==> config.mk <==
export PLATFORM = sky130hd
export DESIGN_NAME = bird_launcher_flat
export DESIGN_NICKNAME = d
export VERILOG_FILES = /design/src/rtl/bird_launcher_if.sv /design/src/rtl/bird_launcher.sv /design/src/flat_wrapper.sv
export SDC_FILE = /design/constraint.sdc
export NUM_CORES = 1
export LEC_CHECK = 0
export BUFFER_PORTS_ARGS = -buffer_cell sky130_fd_sc_hd__clkbuf_2
export CORE_MARGIN = 2
export CORE_UTILIZATION = 25
export DETAILED_ROUTE_END_ITERATION = 7
export GPL_ROUTABILITY_DRIVEN = 0
export PLACE_DENSITY = 0.53
export SYNTH_ARGS = -nofsm -noshare
export SYNTH_HDL_FRONTEND = slang
export SYNTH_SLANG_ARGS = --single-unit
==> constraint.sdc <==
create_clock -name Clk -period 3.2 [get_ports Clk]
set_input_delay 0.48 -clock Clk [delete_from_list [all_inputs] [get_ports Clk]]
set_output_delay 0.48 -clock Clk [all_outputs]
set_load 0.03 [all_outputs]
==> src/rtl/bird_launcher_if.sv <==
// Game-side signals of the bird launcher: frame/game-state inputs and
// bird status and counter outputs.
interface bird_launcher_if;
    logic        frame_tick;
    logic [1:0]  state;
    logic        hit;
    logic        no_birds_left;
    logic        flew_away;
    logic        bird_active;
    logic        bird_falling;
    logic [15:0] phase_timer;
    logic [31:0] birds_launched;
    logic [31:0] birds_shot;

    modport master (
        output frame_tick, state, hit, no_birds_left,
        input  flew_away, bird_active, bird_falling, phase_timer,
               birds_launched, birds_shot
    );

    modport slave (
        input  frame_tick, state, hit, no_birds_left,
        output flew_away, bird_active, bird_falling, phase_timer,
               birds_launched, birds_shot
    );
endinterface

==> src/rtl/bird_launcher.sv <==
// Bird launch sequencer: gap -> flight -> (fall | escape) -> gap, timed in
// video frames, with launch/hit counters that survive aborts.
module bird_launcher #(
    parameter int unsigned GAP_FRAMES    = 30,
    parameter int unsigned FLIGHT_FRAMES = 300,
    parameter int unsigned FALL_FRAMES   = 60
) (
    input  logic             Clk,
    input  logic             Reset,
    bird_launcher_if.slave   bus
);
    localparam logic [15:0] GAP_LIMIT    = 16'(GAP_FRAMES);
    localparam logic [15:0] FLIGHT_LIMIT = 16'(FLIGHT_FRAMES);
    localparam logic [15:0] FALL_LIMIT   = 16'(FALL_FRAMES);

    typedef enum logic [2:0] {
        IDLE, GAP, FLYING, FALLING, ESCAPED, DONE
    } fsm_t;

    fsm_t        fsm_reg, fsm_next;
    logic [15:0] timer_reg, timer_next, timer_inc;
    logic [31:0] launched_reg, launched_next;
    logic [31:0] shot_reg, shot_next;
    logic [1:0]  prev_state_reg;
    logic        active_reg, falling_reg, flew_reg;

    assign timer_inc = (timer_reg == 16'hFFFF) ? timer_reg : timer_reg + 16'd1;

    always_comb begin
        fsm_next      = fsm_reg;
        timer_next    = timer_reg;
        launched_next = launched_reg;
        shot_next     = shot_reg;
        // Leaving play aborts whatever is in progress; counters are kept.
        if (bus.state != 2'b01) begin
            fsm_next   = IDLE;
            timer_next = '0;
        end else begin
            case (fsm_reg)
                IDLE: begin
                    if (!bus.no_birds_left) begin
                        fsm_next   = GAP;
                        timer_next = '0;
                        if (prev_state_reg == 2'b10) begin
                            launched_next = '0;
                            shot_next     = '0;
                        end
                    end
                end
                GAP: begin
                    if (bus.no_birds_left) begin
                        fsm_next   = DONE;
                        timer_next = '0;
                    end else if (bus.frame_tick) begin
                        if (timer_inc == GAP_LIMIT) begin
                            fsm_next      = FLYING;
                            timer_next    = '0;
                            launched_next = launched_reg + 32'd1;
                        end else begin
                            timer_next = timer_inc;
                        end
                    end
                end
                FLYING: begin
                    // A hit beats an escape landing on the same cycle.
                    if (bus.hit) begin
                        fsm_next   = FALLING;
                        timer_next = '0;
                        shot_next  = shot_reg + 32'd1;
                    end else if (bus.frame_tick) begin
                        timer_next = timer_inc;
                        if (timer_inc == FLIGHT_LIMIT) begin
                            fsm_next = ESCAPED;
                        end
                    end
                end
                FALLING: begin
                    if (bus.frame_tick) begin
                        if (timer_inc == FALL_LIMIT) begin
                            fsm_next   = GAP;
                            timer_next = '0;
                        end else begin
                            timer_next = timer_inc;
                        end
                    end
                end
                ESCAPED: begin
                    if (bus.frame_tick) begin
                        fsm_next   = GAP;
                        timer_next = '0;
                    end
                end
                DONE: begin
                end
                default: begin
                    fsm_next   = IDLE;
                    timer_next = '0;
                end
            endcase
        end
    end

    // Status flags are registered from the next state so they track fsm_reg exactly.
    always_ff @(posedge Clk) begin
        if (Reset) begin
            fsm_reg        <= IDLE;
            timer_reg      <= '0;
            launched_reg   <= '0;
            shot_reg       <= '0;
            prev_state_reg <= 2'b00;
            active_reg     <= 1'b0;
            falling_reg    <= 1'b0;
            flew_reg       <= 1'b0;
        end else begin
            fsm_reg        <= fsm_next;
            timer_reg      <= timer_next;
            launched_reg   <= launched_next;
            shot_reg       <= shot_next;
            prev_state_reg <= bus.state;
            active_reg     <= (fsm_next == FLYING);
            falling_reg    <= (fsm_next == FALLING);
            flew_reg       <= (fsm_next == ESCAPED);
        end
    end

    assign bus.bird_active    = active_reg;
    assign bus.bird_falling   = falling_reg;
    assign bus.flew_away      = flew_reg;
    assign bus.phase_timer    = timer_reg;
    assign bus.birds_launched = launched_reg;
    assign bus.birds_shot     = shot_reg;
endmodule

==> src/flat_wrapper.sv <==
// flat-port wrapper written by rule: the top's interface ports become plain ports
module bird_launcher_flat 
#(
    parameter int unsigned GAP_FRAMES    = 30,
    parameter int unsigned FLIGHT_FRAMES = 300,
    parameter int unsigned FALL_FRAMES   = 60
)
  (Clk, Reset, bus_frame_tick, bus_state, bus_hit, bus_no_birds_left, bus_flew_away, bus_bird_active, bus_bird_falling, bus_phase_timer, bus_birds_launched, bus_birds_shot);
  bird_launcher_if bus_i ();
  input  logic Clk;
  input  logic Reset;
  input wire logic [$bits(bus_i.frame_tick)-1:0] bus_frame_tick;
  input wire logic [$bits(bus_i.state)-1:0] bus_state;
  input wire logic [$bits(bus_i.hit)-1:0] bus_hit;
  input wire logic [$bits(bus_i.no_birds_left)-1:0] bus_no_birds_left;
  output wire logic [$bits(bus_i.flew_away)-1:0] bus_flew_away;
  output wire logic [$bits(bus_i.bird_active)-1:0] bus_bird_active;
  output wire logic [$bits(bus_i.bird_falling)-1:0] bus_bird_falling;
  output wire logic [$bits(bus_i.phase_timer)-1:0] bus_phase_timer;
  output wire logic [$bits(bus_i.birds_launched)-1:0] bus_birds_launched;
  output wire logic [$bits(bus_i.birds_shot)-1:0] bus_birds_shot;
  assign bus_i.frame_tick = bus_frame_tick;
  assign bus_i.state = bus_state;
  assign bus_i.hit = bus_hit;
  assign bus_i.no_birds_left = bus_no_birds_left;
  assign bus_flew_away = bus_i.flew_away;
  assign bus_bird_active = bus_i.bird_active;
  assign bus_bird_falling = bus_i.bird_falling;
  assign bus_phase_timer = bus_i.phase_timer;
  assign bus_birds_launched = bus_i.birds_launched;
  assign bus_birds_shot = bus_i.birds_shot;
  bird_launcher #(.GAP_FRAMES(GAP_FRAMES), .FLIGHT_FRAMES(FLIGHT_FRAMES), .FALL_FRAMES(FALL_FRAMES)) u_core (.Clk(Clk), .Reset(Reset), .bus(bus_i));
endmodule
## Word-level counts from Yosys, hierarchy flattened

Cells that the tools add are included.

- Eq/ne operators: 24
- Bitwise logic cells: 2
- Mux-type cells: 31
- Add/subtract/negate cells: 3
- Reduce and logical (&&, ||, !) cells: 7

Operators by type and width:

| kind | count |
|---|---|
| $mux 32 | 6 |
| $mux 16 | 10 |
| $pmux 32 s2 | 2 |
| $pmux 16 s6 | 1 |
| $add 32x1->32 const B | 2 |
| $mux 3 | 11 |
| $pmux 3 s6 | 1 |
| $add 16x1->16 const B | 1 |
| $eq 16x16->1 const B | 1 |
| $eq 16x5->1 const B | 1 |
| $eq 16x6->1 const B | 1 |
| $eq 16x9->1 const B | 1 |
| $eq 3x2->1 const B | 4 |
| $ne 2x2->1 const B | 6 |
| $eq 3x3->1 const B | 3 |
| $reduce_and 7->1 | 1 |
| $ne 2x1->1 const B | 3 |
| $ne 3x3->1 const B | 2 |
| $reduce_and 6->1 | 1 |
| $reduce_and 5->1 | 1 |
| $reduce_bool 2->1 | 2 |
| $eq 3x1->1 const B | 1 |
| $logic_not 3->1 | 1 |
| $eq 2x2->1 const B | 1 |
| other kinds (2) | 3 |

- Bits of input ports: 7
- Register bits after elaboration: 88
- Logic and storage cells: 75

## Longest topological paths before layout

- Depth after elaboration: 9
- Depth in mapped cells: 12
- Mapped depth without buffers: 9

## Least setup slack after synthesis

Ideal clock, no wire load.

- Kind: reg-to-reg
- From: register u_core.timer_reg[1], in the netlist u_core.bus.phase_timer[1]
- To: register u_core.launched_reg[29], in the netlist u_core.bus.birds_launched[29]
- Clock period less this slack: 3.016 ns
- Arrival: 2.946 ns
- Setup slack: 0.184 ns
- Cell stages (with the launch flop): 13
- Required time: 3.130 ns
- Path buffers: 3
- Cell sequence: dfxtp_1 -> ha_1 -> buf_4 -> and4_1 -> buf_4 -> nand4_2 -> a2111oi_4 -> o21a_1 -> nand4_4 -> and2_4 -> buf_6 -> or4_1 -> a21oi_1

- Cells in the longest elaborated chain, start to end: 5

RTL lines:

| item | RTL line | text |
|---|---|---|
| from (decl) | bird_launcher.sv:21 | `logic [15:0] timer_reg, timer_next, timer_inc;` |
| from (signal assigned) | bird_launcher.sv:116 | `timer_reg <= timer_next;` |
| $add 16x1->16 / $eq 16x16->1 (equally long branches) | bird_launcher.sv:27 | `assign timer_inc = (timer_reg == 16'hFFFF) ? timer_reg : timer_reg + 16'd1;` |
| $mux 16 * | bird_launcher.sv:27 |  |
| $eq 16x5->1 * | bird_launcher.sv:55 | `if (timer_inc == GAP_LIMIT) begin` |
| $ne 2x1->1 (no source line) * | - |  |
| $reduce_and 7->1 (no source line) * | - |  |
| to (signal assigned) | bird_launcher.sv:117 | `launched_reg <= launched_next;` |
| to (decl) | bird_launcher.sv:22 | `logic [31:0] launched_reg, launched_next;` |

Every way passes the cells marked *; elsewhere a longest branch is shown, timed or not.
A chain may end at the register's enable or synchronous reset.

## Final worst setup path

- From: register u_core.timer_reg[0], in the netlist u_core.bus.phase_timer[0]
- To: register u_core.timer_reg[13], in the netlist u_core.bus.phase_timer[13]

- Cells in the longest elaborated chain, start to end: 7

RTL lines:

| item | RTL line | text |
|---|---|---|
| $add 16x1->16 / $eq 16x16->1 (equally long branches) | bird_launcher.sv:27 |  |
| $mux 16 * | bird_launcher.sv:27 |  |
| $eq 16x5->1 | bird_launcher.sv:55 |  |
| $mux 16 | bird_launcher.sv:55 |  |
| $mux 16 | bird_launcher.sv:54 | `end else if (bus.frame_tick) begin` |
| $mux 16 | bird_launcher.sv:51 | `if (bus.no_birds_left) begin` |
| $pmux 16 s6 * | bird_launcher.sv:39 | `case (fsm_reg)` |

Every way passes the cells marked *; elsewhere a longest branch is shown, timed or not. The select of a mux whose other input is x is not followed.

==> out/qor.yml <==
drt_wl_total_mm: 13.4
numCtsBuffers: 9
rsz0062_at_grt: "false"
hpwl_mm: 9.88
placed_cells: 931
ys_warn_count: 0
synth.avg_cell_area_um2: 8.22
synth_edf_count: 0
clockBufferDepth: 2
tns_ns: 0
drive_gt1_share_pct: 22.9
cap_violations: 0
async_flop_share_pct: 0
clock_sinks: 88
grt-busiest-layer: "met2"
post-synth-top-count-cell: "dfxtp_1"
netlist_instances: 589
min_path_type: "primary input to flop"
hold_viol: 0
grt_pass1_vias: 4154
start_util_pct: 25.7
groute.usage.overall_pct: 13.3
hold_buffers: 0
reg2reg_setup_slack_ns: 0.20
finalSetupViolCount: 0
p_leak_nw: 2.23
r2r_cells: 10
die_x_um: 143
critPathRequiredTime_ns: 3.45
synth.distinct_cells: 66
boundaryPins: 90
crit_type: "flop to flop"
cp-startpoint: "u_core.bus.phase_timer[0]"
drc_errors: 0
cp-endpoint: "u_core.bus.phase_timer[13]"
area_growth_pct: 22.7
firstDrtPassIters: 4
outcome: "finished, final reports clean"
die-area_um2: 20500
gr-total-overflow: 0
min_period_ns: 3.00
ant_nets: 0
cts_tree: "built"
synth-main-ff-cell: "dfxtp_1"
h-tree-depth: 3
final_cells: 947
utilization_pct: 31.6
start_kind: "flop"
synth_top_cell_by_area: "dfxtp_1"
p_per_area_nw_per_um2: 368
path_clk_slew_ns: 0.07
hold_ws_ns: 0.376
crit_arrival_ns: 3.24
ir_drop_uv: 275
port_buffers: 89
fmax_ghz: 0.334
grt_start_max_net_pins: 63
synth_commonest_cells: "dfxtp_1, nor2_1, nand2_1"
fin_crit_sh_pct: 93.6
antenna_found_initial: 0
fp.dieH_um: 143
synth_fp_nets: 599
max_slew_margin_pct: 62.9
rows: 50
met1_usage_pct: 17.9
grtUsageMet3_pct: 4.69
antenna_cells: 0
worst_r2r_endpoint: "u_core.bus.phase_timer[13]"
grt_pass1_wl_mm: 21.6
synth_top_cell_area_share_pct: 36.4
synthesis.area_um2: 4840
cts_root_buf: "clkbuf_16"
drt_iter0_markers: 249
critPathCaptureType: "flop"
critPathMaxFanout: 17
yosysSeqAreaShare_pct: 36.4
finClkSkew_ns: 0.0103
tightest_slew_ns: 0.553
drv_slew: 0
core_area_um2: 18800
yosys_register_bits: 88
wl_per_cell_um: 14.2
nets: 692
insertion_delay_ns: 0.35
viasPerCell: 4.80
globalRouteMet2Util_pct: 19.7
synth_area_leaders: "dfxtp_1, nor2_1, xor2_1"
timing.rr.start: "u_core.bus.phase_timer[0]"
vias: 4550
[timing repair]
action / CTS / global route
buffers inserted: 0 / 0
endpoints found under the setup margin: 0 / 9
gates resized for setup: 0 / 3
[critical path: stages (launching register included)]
cell and delay [ns]:
dfxtp_1 0.34, ha_1 0.31, and4_1 0.36, nand4_2 0.15, a2111oi_4 0.39, o21ai_2 0.16
nor4_2 0.41, o32ai_2 0.14, buf_4 0.21, a21o_1 0.19, a22o_1 0.22
[where the power goes]
group / internal (mW) / switching (mW) / leakage (nW)
clock network: 0.554 / 0.480 / 0.137
registers: 1.10 / 0.00152 / 0.709
logic: 0.0184 / 0.0390 / 1.38
[layout by cell type (no fill, tap or decap), types with 4 or more instances in the layout]
master / n
nand3_1: 25
dfxtp_1: 88
a211oi_1: 14
nor2_1: 77
nand2_1: 49
o31ai_1: 4
nand4_2: 5
o2111ai_1: 4
mux2i_1: 4
inv_1: 13
xnor2_1: 23
clkbuf_16: 9
and3_1: 20
a21oi_1: 29
or3_1: 12
nor3_1: 11
or4_1: 6
and2_1: 12
a31oi_1: 9
nand4_1: 19
xor2_1: 31
and4_1: 8
nand2b_1: 4
clkbuf_2: 89
o21ai_0: 25
buf_4: 28
[how the worst min path moves through the flow]
stage,endpoint,slack [ns],depth (start not counted),startpoint
floorplan,u_core.bus.birds_launched[1],0.55,1,Reset
global placement,u_core.bus.birds_launched[16],0.49,2,u_core.bus.birds_launched[16]
detailed placement,u_core.bus.birds_shot[11],0.50,2,u_core.bus.birds_shot[11]
CTS,u_core.prev_state_reg[1],0.37,2,bus_state[1]
global route,u_core.prev_state_reg[1],0.38,2,bus_state[1]
finish,u_core.prev_state_reg[0],0.38,2,bus_state[0]
[layer usage]
metal  vias up  wire, um
met1      2115      6490
met5         -         0
li1       2306         -
met3        11       987
met4         0       176
met2       118      5780
[cells by family after synthesis]
group	count (synthesis)	synth area share (%)
DFF	88	36.4
muxes	5	1.06
AOI/OAI and AO/OA	116	16.4
and+or+nand+nor	274	30.4
xor gates and xnor gates	54	9.77
buffers and inverters	49	5.17
adders and majority gates	3	0.775
[layout make-up]
cell class	count	area, um^2
fillers	2057	12900
multi-input cells	452	2850
flip-flops and latches	88	1760
repair buffers	118	676
well taps	260	325
clock buffers	11	243
inverters	13	48.8
clock inverters	5	38.8
[metrics by stage]
stage               instance area [um^2]  worst slack [ns]  power [mW]
floorplan                           4840             0.184        1.16
global placement                    5640             0.293        1.18
detailed placement                  5640             0.202        1.18
CTS                                 5930             0.155        2.23
global route                        5940           0.00697        2.28
finish                              5940             0.205        2.19
Power figures use the tool's default switching activity.
